### src/rtl/crforth_pkg.sv
// Shared definitions for the phase sequencer and the debug port that decodes o_STATE.
package crforth_pkg;

  localparam int STATE_W = 3;

  typedef enum logic [STATE_W-1:0] {
    ST_HALTED = 3'd0,
    ST_X      = 3'd1,
    ST_Y      = 3'd2,
    ST_Z      = 3'd3,
    ST_FAULT  = 3'd4
  } state_t;

  // Bits needed to hold 0..limit, never fewer than one.
  function automatic int wait_cnt_w(input int limit);
    return (limit < 1) ? 1 : $clog2(limit + 1);
  endfunction

endpackage

### src/rtl/stall_timer.sv
// Counts consecutive memory-busy cycles within one X or Z phase; flags when the
// tolerated stall budget is used up. Saturates rather than wrapping.
module stall_timer
  import crforth_pkg::*;
#(
  parameter int WAIT_LIMIT = 15
) (
  input  logic clk_i,
  input  logic rst_n_i,
  input  logic clear_i,
  input  logic count_en_i,
  output logic expired_o
);

  localparam int CNT_W = wait_cnt_w(WAIT_LIMIT);
  localparam logic [CNT_W-1:0] CNT_MAX = '1;
  localparam logic [CNT_W-1:0] LIMIT_C = CNT_W'(WAIT_LIMIT);

  logic [CNT_W-1:0] cnt_q, cnt_d;

  always_comb begin
    // NOTE: default assignment first, so no branch leaves cnt_d unassigned and infers a latch.
    cnt_d = cnt_q;
    if (clear_i) begin
      cnt_d = '0;
    end else if (count_en_i && (cnt_q != CNT_MAX)) begin
      cnt_d = cnt_q + 1'b1;
    end
  end

  always_ff @(posedge clk_i or negedge rst_n_i) begin
    // NOTE: non-blocking assignments for all registered state, so every flop samples pre-edge values.
    if (!rst_n_i) begin
      cnt_q <= '0;
    end else begin
      cnt_q <= cnt_d;
    end
  end

  generate
    if (WAIT_LIMIT == 0) begin : g_no_timeout
      assign expired_o = 1'b0;
    end else begin : g_timeout
      assign expired_o = (cnt_q == LIMIT_C);
    end
  endgenerate

endmodule

### src/rtl/phase_sequencer.sv
// Generates one-hot X/Y/Z phase strobes with run, halt and single-step control,
// memory-busy stretching of X and Z, a sticky timeout fault and a retire counter.
module phase_sequencer
  import crforth_pkg::*;
#(
  parameter int WAIT_LIMIT = 15,
  parameter int COUNT_W    = 16
) (
  input  logic               i_CLOCK,
  input  logic               i_RESET_N,
  input  logic               i_RUN,
  input  logic               i_STEP,
  input  logic               i_MEM_BUSY,
  input  logic               i_HALT,
  output logic               o_CYCLEX,
  output logic               o_CYCLEY,
  output logic               o_CYCLEZ,
  output logic               o_ADVANCE,
  output logic [STATE_W-1:0] o_STATE,
  output logic               o_RETIRE,
  output logic [COUNT_W-1:0] o_INSTR_COUNT,
  output logic               o_HALTED,
  output logic               o_FAULT
);

  state_t             state_q, state_d;
  logic               step_mode_q, step_mode_d;
  logic [COUNT_W-1:0] count_q, count_d;
  logic               in_xz, stall, expired, retire;

  assign in_xz  = (state_q == ST_X) || (state_q == ST_Z);
  assign stall  = in_xz && i_MEM_BUSY;
  assign retire = (state_q == ST_Z) && !i_MEM_BUSY;

  // Any cycle that is not a stall restarts the budget for the next phase.
  stall_timer #(
    .WAIT_LIMIT (WAIT_LIMIT)
  ) u_stall_timer (
    .clk_i      (i_CLOCK),
    .rst_n_i    (i_RESET_N),
    .clear_i    (!stall),
    .count_en_i (stall),
    .expired_o  (expired)
  );

  always_ff @(posedge i_CLOCK or negedge i_RESET_N) begin
    if (!i_RESET_N) begin
      state_q     <= ST_HALTED;
      step_mode_q <= 1'b0;
      count_q     <= '0;
    end else begin
      state_q     <= state_d;
      step_mode_q <= step_mode_d;
      count_q     <= count_d;
    end
  end

  always_comb begin
    state_d     = state_q;
    step_mode_d = step_mode_q;
    count_d     = retire ? count_q + 1'b1 : count_q;
    unique case (state_q)
      ST_HALTED: begin
        if (i_RUN || i_STEP) begin
          state_d     = ST_X;
          step_mode_d = i_STEP;
        end
      end
      ST_X: begin
        if (!i_MEM_BUSY)  state_d = ST_Y;
        else if (expired) state_d = ST_FAULT;
      end
      ST_Y: state_d = ST_Z;
      ST_Z: begin
        if (!i_MEM_BUSY) begin
          // Halt wins over run; a stepped instruction always returns to HALTED.
          state_d     = (i_HALT || step_mode_q || !i_RUN) ? ST_HALTED : ST_X;
          step_mode_d = 1'b0;
        end else if (expired) begin
          state_d = ST_FAULT;
        end
      end
      ST_FAULT: state_d = ST_FAULT;
      default:  state_d = ST_FAULT;
    endcase
  end

  always_comb begin
    o_CYCLEX      = (state_q == ST_X);
    o_CYCLEY      = (state_q == ST_Y);
    o_CYCLEZ      = (state_q == ST_Z);
    o_ADVANCE     = (in_xz && !i_MEM_BUSY) || (state_q == ST_Y);
    o_RETIRE      = retire;
    o_STATE       = state_q;
    o_INSTR_COUNT = count_q;
    o_HALTED      = (state_q == ST_HALTED);
    o_FAULT       = (state_q == ST_FAULT);
  end

endmodule

### config.mk
export PLATFORM = sky130hd
export DESIGN_NAME = phase_sequencer
export DESIGN_NICKNAME = d
export VERILOG_FILES = /design/src/rtl/crforth_pkg.sv /design/src/rtl/stall_timer.sv /design/src/rtl/phase_sequencer.sv
export SDC_FILE = /design/constraint.sdc
export NUM_CORES = 1
export LEC_CHECK = 0
export ABC_AREA = 1
export BUFFER_PORTS_ARGS = -buffer_cell sky130_fd_sc_hd__buf_2
export CAP_MARGIN = 10
export CORE_MARGIN = 4
export CORE_UTILIZATION = 39
export DETAILED_ROUTE_END_ITERATION = 16
export GPL_TIMING_DRIVEN = 0
export HOLD_SLACK_MARGIN = 0.08
export PLACE_DENSITY = 0.63
export SLEW_MARGIN = 5
export SYNTH_ARGS = -nofsm -noshare
export SYNTH_HDL_FRONTEND = slang
export SYNTH_SLANG_ARGS = --single-unit
### constraint.sdc
create_clock -name i_CLOCK -period 2.44 [get_ports i_CLOCK]
set_input_delay 0.366 -clock i_CLOCK [delete_from_list [all_inputs] [get_ports i_CLOCK]]
set_output_delay 0.366 -clock i_CLOCK [all_outputs]
set_load 0.02 [all_outputs]
# Yosys cells after proc, flatten, opt, wreduce, memory -nomap -nowiden

Index checks and enable logic that the tools add are counted.

Flip-flop bits (word level): 24
Bits of input ports: 6

Eq/ne operators: 9
Multiplexer cells: 11
Add/sub/neg operators: 2
Reductions and logical operators: 14

Operators with widths:

| cell                                                | count |
|---|---|
| adder 16 x 1 -> 16 bit, second input constant       | 1 |
| two-way mux 3 bit                                   | 4 |
| one-hot mux 3 bit (4 select lines)                  | 1 |
| two-way mux 4 bit                                   | 2 |
| equality test 3 x 2 -> 1 bit, second input constant | 2 |
| logical OR 1 bit                                    | 5 |
| adder 4 x 1 -> 4 bit, second input constant         | 1 |
| equality test 4 bit, second input constant          | 1 |
| logical AND 1 bit                                   | 4 |
| != test 2 bit, second input constant                | 2 |
| != test 4 bit, second input constant                | 1 |
| equality test 3 x 1 -> 1 bit, second input constant | 1 |
| equality test 3 bit, second input constant          | 1 |
| logical NOT 3 bit                                   | 1 |
| two-way mux 1 bit                                   | 3 |
| AND reduction 3 bit                                 | 1 |
| logical NOT 1 bit                                   | 2 |
| != test 2 x 1 -> 1 bit, second input constant       | 1 |
| one-hot mux 1 bit (2 select lines)                  | 1 |
| nonzero test 2 bit                                  | 1 |

# Logic depth before layout (Yosys ltp)

Depth after elaboration: 6
Mapped depth: 8

# By module

Synthesis repeated with hierarchy kept, for this count alone.

Cell total of the unflattened synthesis: 170
Area total of the unflattened synthesis: 1332.5 um^2

By module, submodules not included:

| module          | area an instance (um^2) | times used | cells each | sequential area each (um^2) |
|---|---|---|---|---|
| phase_sequencer | 1107.3                  | 1          | 141        | 500.5 |
| stall_timer     | 225.2                   | 1          | 29         | 100.1 |

# Least setup slack after synthesis

No wires, ideal clock.

Path kind: reg2out
From: register state_q[2] (netlist: o_STATE[2])
To: output o_ADVANCE
Setup slack: 0.829 ns
Cell stages (with the launch flop): 4
Arrival time: 1.245 ns
Data required time: 2.074 ns
Path through: dfrtp_1 -> inv_2 -> nand2_2 -> o21ai_0

Cells in the longest elaborated chain, start to end: 4

RTL lines:

| what                                                                         | line                  | source |
|---|---|---|
| from (decl)                                                                  | phase_sequencer.sv:26 | `state_t state_q, state_d;` |
| from (signal assigned)                                                       | phase_sequencer.sv:52 | `state_q <= state_d;` |
| equality test 3 x 1 -> 1 bit or equality test 3 x 2 -> 1 bit (tied branches) | phase_sequencer.sv:31 | `assign in_xz = (state_q == ST_X) \|\| (state_q == ST_Z);` |
| logical OR 1 bit                                                             | phase_sequencer.sv:31 |  |
| logical AND 1 bit                                                            | phase_sequencer.sv:92 | `o_ADVANCE = (in_xz && !i_MEM_BUSY) \|\| (state_q == ST_Y);` |
| logical OR 1 bit (*)                                                         | phase_sequencer.sv:92 |  |
| to (decl)                                                                    | phase_sequencer.sv:18 | `output logic o_ADVANCE,` |

Mark *: on every way between the ends. The rest lies on a longest branch, timed or not.

# Worst setup path after layout

From: register state_q[0] (netlist: o_STATE[0])
To: output o_RETIRE

Cells in the longest elaborated chain, start to end: 2

RTL lines:

| what                         | line                  | source |
|---|---|---|
| equality test 3 x 2 -> 1 bit | phase_sequencer.sv:33 | `assign retire = (state_q == ST_Z) && !i_MEM_BUSY;` |
| logical AND 1 bit            | phase_sequencer.sv:33 |  |
| to (decl)                    | phase_sequencer.sv:20 | `output logic o_RETIRE,` |

Every way passes these cells.

==> results_dict.tcl <==
set metrics [dict create \
    hpwl_um 2210 \
    worst_pin_slew_ps 533 \
    grt_pass1_vias 1099 \
    nNetsFinal 219 \
    path_max_fanout 10 \
    num_vias 1176 \
    critPathKind "reg2out" \
    htree_levels 1 \
    syn_area_sq_um 1380 \
    start_kind "register" \
    clock-root-buffer "clkbuf_4" \
    drc 0 \
    cts_num_sinks 24 \
    cp.depth 5 \
    die_area_sq_um 4550 \
    dp_slack_ps 897 \
    min_period_over_period_pct 77.2 \
    dp_cells 251 \
    cp_num_buf_inv 2 \
    crit_path_end_kind "output port" \
    clkSlewWorstSetupHoldPaths_ps 120 \
    finalWirelength_um 2770 \
    outcome "completed" \
    critPathMaxStageDelay_ps 480 \
    p_leak_nw 0.920 \
    diodes 0 \
    yosys_warnings 0 \
    design_area_sq_um 1640 \
    io_pins 32 \
    cp_cell_sequence "inv_2 -> nor2_2 -> nand2_1 -> nor2_4 -> buf_2" \
    hold_viol_final 0 \
    max_freq_ghz 0.531 \
    maxCapViolCount 0 \
    finalSetupViolations 0 \
    antenna_found_initial 0 \
    layout_commonest_cell "nand2_1" \
    crit_family "flip-flops" \
    post-cts-setup-buffers 0 \
    rsz0062_at_grt "no" \
    cts_made_buffers 3 \
    reg2regPathDepth 7 \
    core-area_sq_um 3390 \
    arrival_ps 1520 \
    io_buffers 31 \
    fin_crit_ps 1880 \
    post_dp_cell_area_sq_um 1590 \
    synth_area_leaders "dfrtp_1 44%, nand2_1 15%, nor2_1 6.3%" \
    yosysUniqueCellTypes 21 \
    syn-num-nets 182 \
    dr.pass1.iters 4 \
    final_cell_mix "55 x nand2_1, 31 x buf_2, 24 x dfrtp_1, 23 x nor2_1, 17 x inv_1" \
    n_fill_cell 358 \
    grt_max_degree 25 \
    hp-class "in2reg" \
    vias_per_cell 4.59 \
    cts_max_path_buffers 2 \
    synth_seq_cells 24 \
    yosysSeqAreaShare_pct 43.5 \
    skew_ps 8.21 \
    relSlewSlack_pct 64.4 \
    power_density_nw_per_um2 386 \
    syn_inst 174 \
    r2r-start "o_INSTR_COUNT[1]$_DFFE_PN0P_" \
    avgSynthCellArea_sq_um 7.93 \
    regToRegSetupSlack_ps 1000 \
    die_y_um 67.5 \
    wl_per_cell_um 10.8 \
    cp.required_ps 2070 \
    ir_worst_vdd_v 0.000267 \
    areaGrowthSynthToFinish_pct 18.8 \
    cpMaxStageDelayCell "dfrtp_1" \
    start_util_pct 40.7 \
    finalSetupTns_ps 0 \
    num_rows 21 \
    worstSkewPairLatency_ps 310 \
    finalMaxSlewViolations 0 \
    yosys.area.top_type_share_pct 43.5 \
    fin_ws_ps 557 \
    regToRegEndpoint "o_INSTR_COUNT[6]$_DFFE_PN0P_" \
    drive_gt1_share_pct 24.3 \
    cts_tree "built" \
    yosysTopAreaCell "dfrtp_1" \
    antenna_left 0 \
    die_w_um 67.5 \
    place.gp.congestion 0.764 \
    drtIter0Drc 45 \
    crit_end "o_RETIRE" \
    cp-startpoint "o_STATE[0]$_DFFE_PN0P_" \
    overflow 0 \
    stdcell_count 256 \
    grt_pass1_wl_um 4800 \
    grtUsageTotal_pct 13.8 \
]
cells by family after synthesis:
kind of cell               after synthesis  synth area share [%]
AOI/OAI and AO/OA                       15                  5.89
xor gates and xnor gates                10                  7.43
adders and majority gates                2                  1.81
buffers and inverters                   21                  5.71
DFF                                     24                  43.5
and+or+nand+nor                        102                  35.6
cells in the mapped netlist, drive strengths merged:
library cell and number:
o21ai 12, nor2 28, nor3 2, nand2 60
xor2 7, inv 21, a22o 1, xnor2 3
a31oi 2, dfrtp 24, nand3 7, ha 2
nand4 5
timing repair:
| action | 4_1_cts | 5_1_grt |
|---|---|---|
| resized for setup | 0 | 0 |
| hold endpoints to repair | 24 | 0 |
| endpoints found under the setup margin | 0 | 0 |
| hold buffers | 1 | 0 |
flip-flops by register name, summed over array words and instances, names as in the netlist:
register,flops
o_INSTR_COUNT,16
o_STATE,3
step_mode_q,1
u_stall_timer.cnt_q,4
layer usage:
| layer | up-vias | track usage [%] | wire length (um) |
|---|---|---|---|
| met4 | 0 | 2.28 | 15 |
| met5 | - | 0 | 0 |
| li1 | 618 | - | - |
| met2 | 30 | 22.7 | 1260 |
| met1 | 526 | 17.8 | 1320 |
| met3 | 2 | 4.66 | 175 |
worst register-to-register path: cells and delay by family, from the launching register on:
family / cells / cell delay (ps)
buf+inv: 2 / 160
simple gates: 3 / 460
xor+xnor: 1 / 120
flops: 1 / 430
fa+ha+maj: 1 / 190
how the worst min path moves through the flow:
stage | cells after the start | startpoint | slack, ps | endpoint
global placement | 1 | i_RESET_N | 390 | o_INSTR_COUNT[7]$_DFFE_PN0P_
global route | 3 | i_RUN | 300 | o_STATE[0]$_DFFE_PN0P_
detailed placement | 1 | i_RESET_N | 390 | o_INSTR_COUNT[9]$_DFFE_PN0P_
CTS | 3 | i_STEP | 300 | step_mode_q$_DFFE_PN0P_
floorplan | 0 | i_RESET_N | 70 | o_INSTR_COUNT[0]$_DFFE_PN0P_
finish | 3 | i_STEP | 310 | step_mode_q$_DFFE_PN0P_
layout make-up:
cell class	count	area [sq um]	share of cell area [%]
inverter	21	78.8	4.81
timing repair buffer	32	165	10.1
multi-input combinational	129	701	42.7
tap	46	57.6	3.51
sequential	24	601	36.6
clock buffer	4	36.3	2.21
power by group:
group          internal [mW]  total (mW)  leakage, nW  switching (mW)
clock network         0.0910       0.207       0.0210           0.116
registers              0.399       0.401        0.320         0.00202
logic                0.00701      0.0239        0.578          0.0169
total                  0.497       0.632        0.920           0.135
through the flow:
| stage | utilization, % | hold WS (ps) | power (mW) |
|---|---|---|---|
| global placement | 47.0 | 385 | 0.433 |
| floorplan | - | 70.4 | 0.416 |
| detailed placement | 47.0 | 391 | 0.433 |
| finish | 48.4 | 311 | 0.632 |
| global route | 48.4 | 297 | 0.668 |
| CTS | 48.4 | 298 | 0.648 |
No activity file was read; power rests on OpenSTA's default activity.
